<file path="src/rtl/audio_frame_scheduler_pkg.sv">
// audio_frame_scheduler_pkg: shared state encoding and status bit positions
//   state_t     scheduler states S_RESET..S_RUN
//   ST_*        bit positions inside the 32-bit status word
package audio_frame_scheduler_pkg;
    typedef enum logic [2:0] {S_RESET, S_IDLE, S_WAIT, S_START, S_RUN} state_t;
    localparam int ST_BUSY    = 0;
    localparam int ST_PENDING = 1;
    localparam int ST_TIMEOUT = 2;
    localparam int ST_FRAME   = 16;
    localparam int ST_OVR     = 24;
endpackage

</file>
<file path="src/rtl/audio_frame_scheduler_if.sv">
// audio_frame_scheduler_if: host/I2S/sequencer signals of the frame scheduler
//   enable, soft_reset, clear_flags   host control
//   frame_tick                        per-frame strobe from I2S Rx
//   engine_done                       sequencer completion
//   engine_rst, engine_start, frame   sequencer control
//   busy, timeout_flag, overrun_count, status   host status
interface audio_frame_scheduler_if #(
    parameter int FRAMES = 32,
    parameter int OVR_W  = 8
);
    logic                      enable;
    logic                      soft_reset;
    logic                      clear_flags;
    logic                      frame_tick;
    logic                      engine_done;
    logic                      engine_rst;
    logic                      engine_start;
    logic [$clog2(FRAMES)-1:0] frame;
    logic                      busy;
    logic                      timeout_flag;
    logic [OVR_W-1:0]          overrun_count;
    logic [31:0]               status;
    modport master (
        output enable, soft_reset, clear_flags, frame_tick, engine_done,
        input  engine_rst, engine_start, frame, busy, timeout_flag, overrun_count, status
    );
    modport slave (
        input  enable, soft_reset, clear_flags, frame_tick, engine_done,
        output engine_rst, engine_start, frame, busy, timeout_flag, overrun_count, status
    );
endinterface

</file>
<file path="src/rtl/audio_frame_scheduler_cycle_timer.sv">
// audio_frame_scheduler_cycle_timer: clearable up-counter with terminal-count compare
//   ck, rst   negedge clock, async active-high reset
//   clr       restart counting from 0 on the next edge
//   last      terminal value
//   tc        count == last
module audio_frame_scheduler_cycle_timer #(
    parameter int W = 10
) (
    input  logic         ck,
    input  logic         rst,
    input  logic         clr,
    input  logic [W-1:0] last,
    output logic         tc
);
    logic [W-1:0] count;
    always_ff @(negedge ck or posedge rst)
        if (rst) count <= '0;
        else count <= clr ? '0 : count + 1'b1;
    assign tc = count == last;
endmodule

</file>
<file path="src/rtl/audio_frame_scheduler.sv">
// audio_frame_scheduler: starts the audio sequencer once per sample frame
//   ck, rst   negedge clock, async active-high reset
//   bus       host control/status, frame tick, sequencer start/done/reset
module audio_frame_scheduler
    import audio_frame_scheduler_pkg::*;
#(
    parameter int FRAMES       = 32,
    parameter int RESET_CYCLES = 4,
    parameter int TIMEOUT      = 1024,
    parameter int OVR_W        = 8
) (
    input logic                    ck,
    input logic                    rst,
    audio_frame_scheduler_if.slave bus
);
    localparam int FW = $clog2(FRAMES);
    localparam int TW = $clog2(TIMEOUT > RESET_CYCLES ? TIMEOUT : RESET_CYCLES);
    state_t           state, nxt;
    logic [FW-1:0]    frame, frame_nxt;
    logic [OVR_W-1:0] overrun_count, ovr_base, ovr_nxt;
    logic [TW-1:0]    tmr_last;
    logic [31:0]      status;
    logic pending, pend_nxt, timeout_flag, engine_start, busy, engine_rst;
    logic tick_busy, drop, done, fire, tc, tmr_clr;
    // One timer serves both the reset stretch and the run watchdog; the two never overlap.
    audio_frame_scheduler_cycle_timer #(.W(TW)) u_timer (
        .ck   (ck),
        .rst  (rst),
        .clr  (tmr_clr),
        .last (tmr_last),
        .tc   (tc)
    );
    always_comb begin
        tick_busy = bus.frame_tick && (state == S_START || state == S_RUN) && !bus.soft_reset;
        drop      = tick_busy && pending;
        done      = state == S_RUN && bus.engine_done;
        fire      = state == S_RUN && !bus.engine_done && tc && !bus.soft_reset;
        tmr_last  = state == S_RESET ? TW'(RESET_CYCLES - 1) : TW'(TIMEOUT - 1);
        nxt       = state;
        pend_nxt  = pending | tick_busy;
        if (bus.soft_reset) begin
            nxt      = S_RESET;
            pend_nxt = 1'b0;
        end else begin
            case (state)
                S_RESET: begin
                    pend_nxt = 1'b0;
                    if (tc) nxt = bus.enable ? S_WAIT : S_IDLE;
                end
                S_IDLE:  nxt = bus.enable ? S_WAIT : S_IDLE;
                S_WAIT: begin
                    if (bus.frame_tick || pending) begin
                        nxt      = S_START;
                        pend_nxt = 1'b0;
                    end else if (!bus.enable) nxt = S_IDLE;
                end
                S_START: nxt = S_RUN;
                S_RUN: begin
                    // A tick landing with done is already folded into pend_nxt, so it restarts at once.
                    if (done) begin
                        nxt      = (pend_nxt && bus.enable) ? S_START : bus.enable ? S_WAIT : S_IDLE;
                        pend_nxt = 1'b0;
                    end else if (fire) begin
                        nxt      = S_RESET;
                        pend_nxt = 1'b0;
                    end
                end
                default: nxt = S_RESET;
            endcase
        end
        tmr_clr   = nxt != state || bus.soft_reset;
        frame_nxt = bus.soft_reset ? '0 : !done ? frame : (frame == FW'(FRAMES - 1)) ? '0 : frame + 1'b1;
        // A drop in the clearing cycle is still counted on top of the cleared value.
        ovr_base  = bus.clear_flags ? '0 : overrun_count;
        ovr_nxt   = (drop && !(&ovr_base)) ? ovr_base + 1'b1 : ovr_base;
    end
    always_ff @(negedge ck or posedge rst)
        if (rst) begin
            state         <= S_RESET;
            frame         <= '0;
            pending       <= 1'b0;
            timeout_flag  <= 1'b0;
            overrun_count <= '0;
            engine_start  <= 1'b0;
            busy          <= 1'b0;
            engine_rst    <= 1'b1;
        end else begin
            state         <= nxt;
            frame         <= frame_nxt;
            pending       <= pend_nxt;
            timeout_flag  <= fire | (timeout_flag & ~bus.clear_flags);
            overrun_count <= ovr_nxt;
            engine_start  <= nxt == S_START;
            busy          <= nxt == S_START || nxt == S_RUN;
            engine_rst    <= nxt == S_RESET;
        end
    always_comb begin
        status               = '0;
        status[ST_OVR +: 8]   = 8'(overrun_count);
        status[ST_FRAME +: 8] = 8'(frame);
        status[ST_TIMEOUT]    = timeout_flag;
        status[ST_PENDING]    = pending;
        status[ST_BUSY]       = busy;
    end
    assign bus.engine_rst    = engine_rst;
    assign bus.engine_start  = engine_start;
    assign bus.frame         = frame;
    assign bus.busy          = busy;
    assign bus.timeout_flag  = timeout_flag;
    assign bus.overrun_count = overrun_count;
    assign bus.status        = status;
endmodule

</file>
<file path="src/flat_wrapper.sv">
// flat-port wrapper written by rule: the top's interface ports become plain ports
module audio_frame_scheduler_flat import audio_frame_scheduler_pkg::*;
#(
    parameter int FRAMES       = 32,
    parameter int RESET_CYCLES = 4,
    parameter int TIMEOUT      = 1024,
    parameter int OVR_W        = 8
)
  (ck, rst, bus_enable, bus_soft_reset, bus_clear_flags, bus_frame_tick, bus_engine_done, bus_engine_rst, bus_engine_start, bus_frame, bus_busy, bus_timeout_flag, bus_overrun_count, bus_status);
  audio_frame_scheduler_if #(.FRAMES(FRAMES), .OVR_W(OVR_W)) bus_i ();
  input logic ck;
  input logic rst;
  input wire logic [$bits(bus_i.enable)-1:0] bus_enable;
  input wire logic [$bits(bus_i.soft_reset)-1:0] bus_soft_reset;
  input wire logic [$bits(bus_i.clear_flags)-1:0] bus_clear_flags;
  input wire logic [$bits(bus_i.frame_tick)-1:0] bus_frame_tick;
  input wire logic [$bits(bus_i.engine_done)-1:0] bus_engine_done;
  output wire logic [$bits(bus_i.engine_rst)-1:0] bus_engine_rst;
  output wire logic [$bits(bus_i.engine_start)-1:0] bus_engine_start;
  output wire logic [$bits(bus_i.frame)-1:0] bus_frame;
  output wire logic [$bits(bus_i.busy)-1:0] bus_busy;
  output wire logic [$bits(bus_i.timeout_flag)-1:0] bus_timeout_flag;
  output wire logic [$bits(bus_i.overrun_count)-1:0] bus_overrun_count;
  output wire logic [$bits(bus_i.status)-1:0] bus_status;
  assign bus_i.enable = bus_enable;
  assign bus_i.soft_reset = bus_soft_reset;
  assign bus_i.clear_flags = bus_clear_flags;
  assign bus_i.frame_tick = bus_frame_tick;
  assign bus_i.engine_done = bus_engine_done;
  assign bus_engine_rst = bus_i.engine_rst;
  assign bus_engine_start = bus_i.engine_start;
  assign bus_frame = bus_i.frame;
  assign bus_busy = bus_i.busy;
  assign bus_timeout_flag = bus_i.timeout_flag;
  assign bus_overrun_count = bus_i.overrun_count;
  assign bus_status = bus_i.status;
  audio_frame_scheduler #(.FRAMES(FRAMES), .RESET_CYCLES(RESET_CYCLES), .TIMEOUT(TIMEOUT), .OVR_W(OVR_W)) u_core (.ck(ck), .rst(rst), .bus(bus_i));
endmodule
</file>
<file path="config.mk">
export PLATFORM = sky130hd
export DESIGN_NAME = audio_frame_scheduler_flat
export DESIGN_NICKNAME = d
export VERILOG_FILES = /design/src/rtl/audio_frame_scheduler_pkg.sv /design/src/rtl/audio_frame_scheduler_if.sv /design/src/rtl/audio_frame_scheduler_cycle_timer.sv /design/src/rtl/audio_frame_scheduler.sv /design/src/flat_wrapper.sv
export SDC_FILE = /design/constraint.sdc
export NUM_CORES = 1
export LEC_CHECK = 0
export BUFFER_PORTS_ARGS = -buffer_cell sky130_fd_sc_hd__buf_2
export CORE_ASPECT_RATIO = 1.4
export CORE_MARGIN = 1
export CORE_UTILIZATION = 40
export CTS_CLUSTER_SIZE = 40
export DETAILED_ROUTE_END_ITERATION = 8
export PLACE_DENSITY = 0.69
export SKIP_LAST_GASP = 1
export SLEW_MARGIN = 10
export SYNTH_ARGS = -nofsm -noshare
export SYNTH_HDL_FRONTEND = slang
export SYNTH_SLANG_ARGS = --single-unit
export TNS_END_PERCENT = 30
</file>
<file path="constraint.sdc">
create_clock -name ck -period 2.1 [get_ports ck]
set_input_delay 0.105 -clock ck [delete_from_list [all_inputs] [get_ports ck]]
set_output_delay 0.105 -clock ck [all_outputs]
set_load 0.05 [all_outputs]
</file>
-- Word-level counts from Yosys, hierarchy flattened
Index checks and enable logic that the tools add are counted.
- register bits: 31
- word-level logic and storage cells: 66
- bitwise logic cells: 4
- equal/unequal tests: 9
- reduce and logical (&&, ||, !) cells: 20
- mux-type cells: 21
- add/sub/neg operators: 3
- operators with widths (operator ; count):
    $mux 3 ; 7
    $mux 10 ; 2
    $mux 8 ; 2
    $mux 5 ; 3
    $pmux 3 s5 ; 1
    $add 10x1->10 const B ; 1
    $eq 10x10->1 ; 1
    $eq 3x2->1 const B ; 3
    $logic_and 1x1->1 ; 9
    $add 8x1->8 const B ; 1
    $reduce_and 8->1 ; 1
    $eq 3x3->1 const B ; 2
    $logic_not 3->1 ; 2
    $add 5x1->5 const B ; 1
    $eq 5x5->1 const B ; 1
    $logic_or 1x1->1 ; 4
    $mux 1 ; 4
    $eq 3x1->1 const B ; 1
    $logic_not 1->1 ; 3
    $ne 3x3->1 ; 1
    $pmux 1 s3 ; 1
    $mux 2 ; 1
    $or 1x1->1 ; 2
    $reduce_bool 2->1 ; 1
    2 further kinds ; 2

-- Depth between registers and ports, before layout
- depth in word-level cells: 13
- gate-level depth with buffers: 8
- gate-level depth less buffers: 7

-- Hierarchy
Synthesis repeated with hierarchy kept, for this count alone.
- cells, all modules: 236
- area, all modules: 2110.8 sq um
- modules (own cells, without submodules) (module ; times used ; cells each ; area an instance (sq um)):
    audio_frame_scheduler ; 1 ; 177 ; 1535.2
    audio_frame_scheduler_cycle_timer ; 1 ; 59 ; 575.6

==> results.json <==
{
  "outcome": "complete, but fails checks",
  "violations": "negative setup slack",
  "hold_class": "reg -> reg",
  "yosysWarnings": 0,
  "switchingPower_uw": 492.0,
  "pwr-share-seq": 0.438,
  "rsz0062_at_grt": "yes",
  "antenna_left": 0,
  "seqCellArea_um2": 777.0,
  "grt_pass1_vias": 1607,
  "finalSetupViolCount": 28,
  "async_flop_share": 1.000,
  "synth_seq_area_share": 0.3787,
  "synth_cells": 212,
  "dieHeight_um": 86.75,
  "root_buffer": "clkbuf_8",
  "grt_overflow": 0,
  "grt_pass1_wl_mm": 7.334,
  "irDropWorstVdd_mv": 0.3810,
  "p_leak_uw": 0.001318,
  "initial_core_util": 0.4205,
  "cts.sinks": 31,
  "critPathTopFamily": "buffers and inverters",
  "grt_start_max_net_pins": 32,
  "area_growth_pct": 34.39,
  "cp_slowest_cell": "o41ai_4",
  "fillCellCount": 425,
  "avgSynthCellArea_um2": 9.679,
  "drv_cap": 0,
  "cp-end-kind": "register",
  "cts_made_buffers": 5,
  "swShare": 0.3215,
  "fin_nets": 281,
  "antenna_found_initial": 0,
  "clock_skew_ns": 0.04397,
  "vias": 1688,
  "clk_latency_ns": 0.32,
  "p_int_uw": 1038,
  "synthDistinctLibCells": 52,
  "drv_slew": 0,
  "r2r_slack_ns": 0.10,
  "power_density_nw_per_um2": 555.0,
  "drive_gt1_frac": 0.4185,
  "synth_edf_count": 0,
  "diodes": 0,
  "multi_input_area_um2": 1186,
  "cp.arrival_ns": 1.41,
  "synth_most_common_cell": "buf_4",
  "clock_path_buffers": 2,
  "htree_levels": 2,
  "synth.top_cell.area_share": 0.3659,
  "wl_per_cell_um": 13.51,
  "path_buf_inv": 3,
  "final.hold.worst_slack_ns": 0.3879,
  "combPwrFrac": 0.250,
  "gp_congestion": 0.8392,
  "hold_viol": 0,
  "synthFlopType": "dfrtn_1",
  "crit_chain": "buf_8, buf_6, nand3b_1, o41ai_4, buf_4, nor2_4, mux2_4",
  "synth_area_um2": 2052,
  "die_area_um2": 5424,
  "viasPerCell": 5.054,
  "drc_errors": 0,
  "synth_area_leaders": "dfrtn_1 37%, buf_4 12%, nor2_1 4.2%",
  "wl_mm": 4.512,
  "crit_required_ns": 1.18,
  "path_clk_slew_ns": 0.05,
  "row_count": 30,
  "grt_usage": 0.1712,
  "die_w_um": 62.53,
  "path_class": "in -> reg",
  "core_um2": 4880,
  "drt_iter0_drc": 71,
  "yosys-top-cells-count": "33 x buf_4, 30 x dfrtn_1, 23 x nor2_1, 10 x inv_1",
  "slowest_delay_ns": 0.39,
  "critPathMaxFanout": 4,
  "cts_tree": "built",
  "ios": 56,
  "stdcell_count": 334,
  "startpoint_type": "input port",
  "portBuffers": 39,
  "synth.ff_latch_count": 31,
  "worst_slack_ns": -0.2290,
  "dp_cells": 315,
  "firstDrtPassIters": 4,
  "hpwl_mm": 3.076,
  "power_frac_clock": 0.312,
  "hold_buffers": 0,
  "yosysTopAreaCell": "dfrtn_1"
}
[layout make-up]
type                       count  area share
multi-input combinational    148      0.4301
sequential                    31      0.2818
timing repair buffer          74      0.2137
clock buffer                   6     0.02995
tap                           64     0.02904
inverter                       9     0.01225
clock inverter                 2    0.003176
[sequential cells by signal (all words and copies together) (netlist names)]
register,cells
u_core.bus.engine_start,1
u_core.bus.timeout_flag,1
u_core.pending,1
u_core.bus.overrun_count,8
u_core.state,3
u_core.bus.engine_rst,1
u_core.bus.busy,1
u_core.bus.frame,5
u_core.u_timer.count,10
[layer usage]
metal / global-route usage / routed length, um / vias to the layer above
met2: 0.3221 / 2499 / 46
li1: - / - / 805
met5: 0 / 0 / -
met4: 0.05920 / 63 / 0
met3: 0.03553 / 147 / 8
met1: 0.1886 / 1802 / 829
[worst paths after layout]
kind / from / to / cells past startpoint
worst max register to register: u_core.bus.overrun_count[1] / u_core.bus.overrun_count[1] / 9
worst min register to register: u_core.u_timer.count[0] / u_core.u_timer.count[0] / 1
worst max-delay path: bus_clear_flags / u_core.bus.overrun_count[1] / 7
min in group asynchronous: rst / u_core.bus.overrun_count[2] / 3
worst min-delay path: u_core.u_timer.count[0] / u_core.u_timer.count[0] / 1
max in group asynchronous: rst / u_core.bus.engine_rst / 3
[through the flow]
step / TNS (ns) / util / worst slack [ns] / total power, uW / cell area [um2]
4_1_cts: -2.558 / 0.5203 / -0.1558 / 1492 / 2539
5_1_grt: -3.375 / 0.5651 / -0.2723 / 1613 / 2758
2_1_floorplan: -5.954 / - / -0.6123 / 960.4 / 2205
6_report: -1.930 / 0.5651 / -0.2290 / 1530 / 2758
3_5_place_dp: -8.820 / 0.4764 / -0.5230 / 997.6 / 2325
3_3_place_gp: -8.466 / 0.4764 / -0.4969 / 991.5 / 2325
[what timing repair did]
item                                    4_1_cts  5_1_grt
endpoints found under the setup margin       51       54
cloned                                        0        1
setup buffers                                 6        5
resized for setup                            25       41
pin swaps                                     7        8
[kinds of logic after synthesis]
logic type,Yosys count,share of synthesized area
fa+ha+maj,4,0.02439
mux,4,0.02012
compound gates,28,0.1274
simple gates,81,0.2207
flops,31,0.3787
xor+xnor,14,0.05976
buf+inv,49,0.1671
other cells,1,0.001828
[layout by cell type (no fill, tap or decap), types with 5 or more instances in the layout]
| cell | synthesis | layout |
|---|---|---|
| inv_1 | 10 | 10 |
| nand3_1 | 9 | 9 |
| conb_1 | 1 | 16 |
| dfrtn_1 | 30 | 30 |
| buf_6 | 2 | 15 |
| a21oi_1 | 8 | 8 |
| nor2_1 | 23 | 21 |
| xor2_1 | 5 | 5 |
| xnor2_1 | 9 | 9 |
| nor3_1 | 9 | 6 |
| buf_2 | 0 | 20 |
| clkbuf_8 | 2 | 6 |
| buf_4 | 33 | 36 |
[worst register-to-register path: stages (launching register included)]
cell and delay, ns:
dfrtn_1 0.48, buf_4 0.14, buf_4 0.11, nor2b_4 0.16, ha_4 0.16, nand2_4 0.06, o41ai_4 0.24, buf_4 0.19
nor2_4 0.05, mux2_4 0.29
[power groups by stage]
stage	Sequential, uW	Clock (uW)	Combinational [uW]
4_1_cts	666	493	333
2_1_floorplan	684	5.96	271
3_3_place_gp	673	5.96	312
3_5_place_dp	674	5.96	318
5_1_grt	678	518	416
6_report	670	477	383
Note: power is estimated with default switching activity, not from simulation.
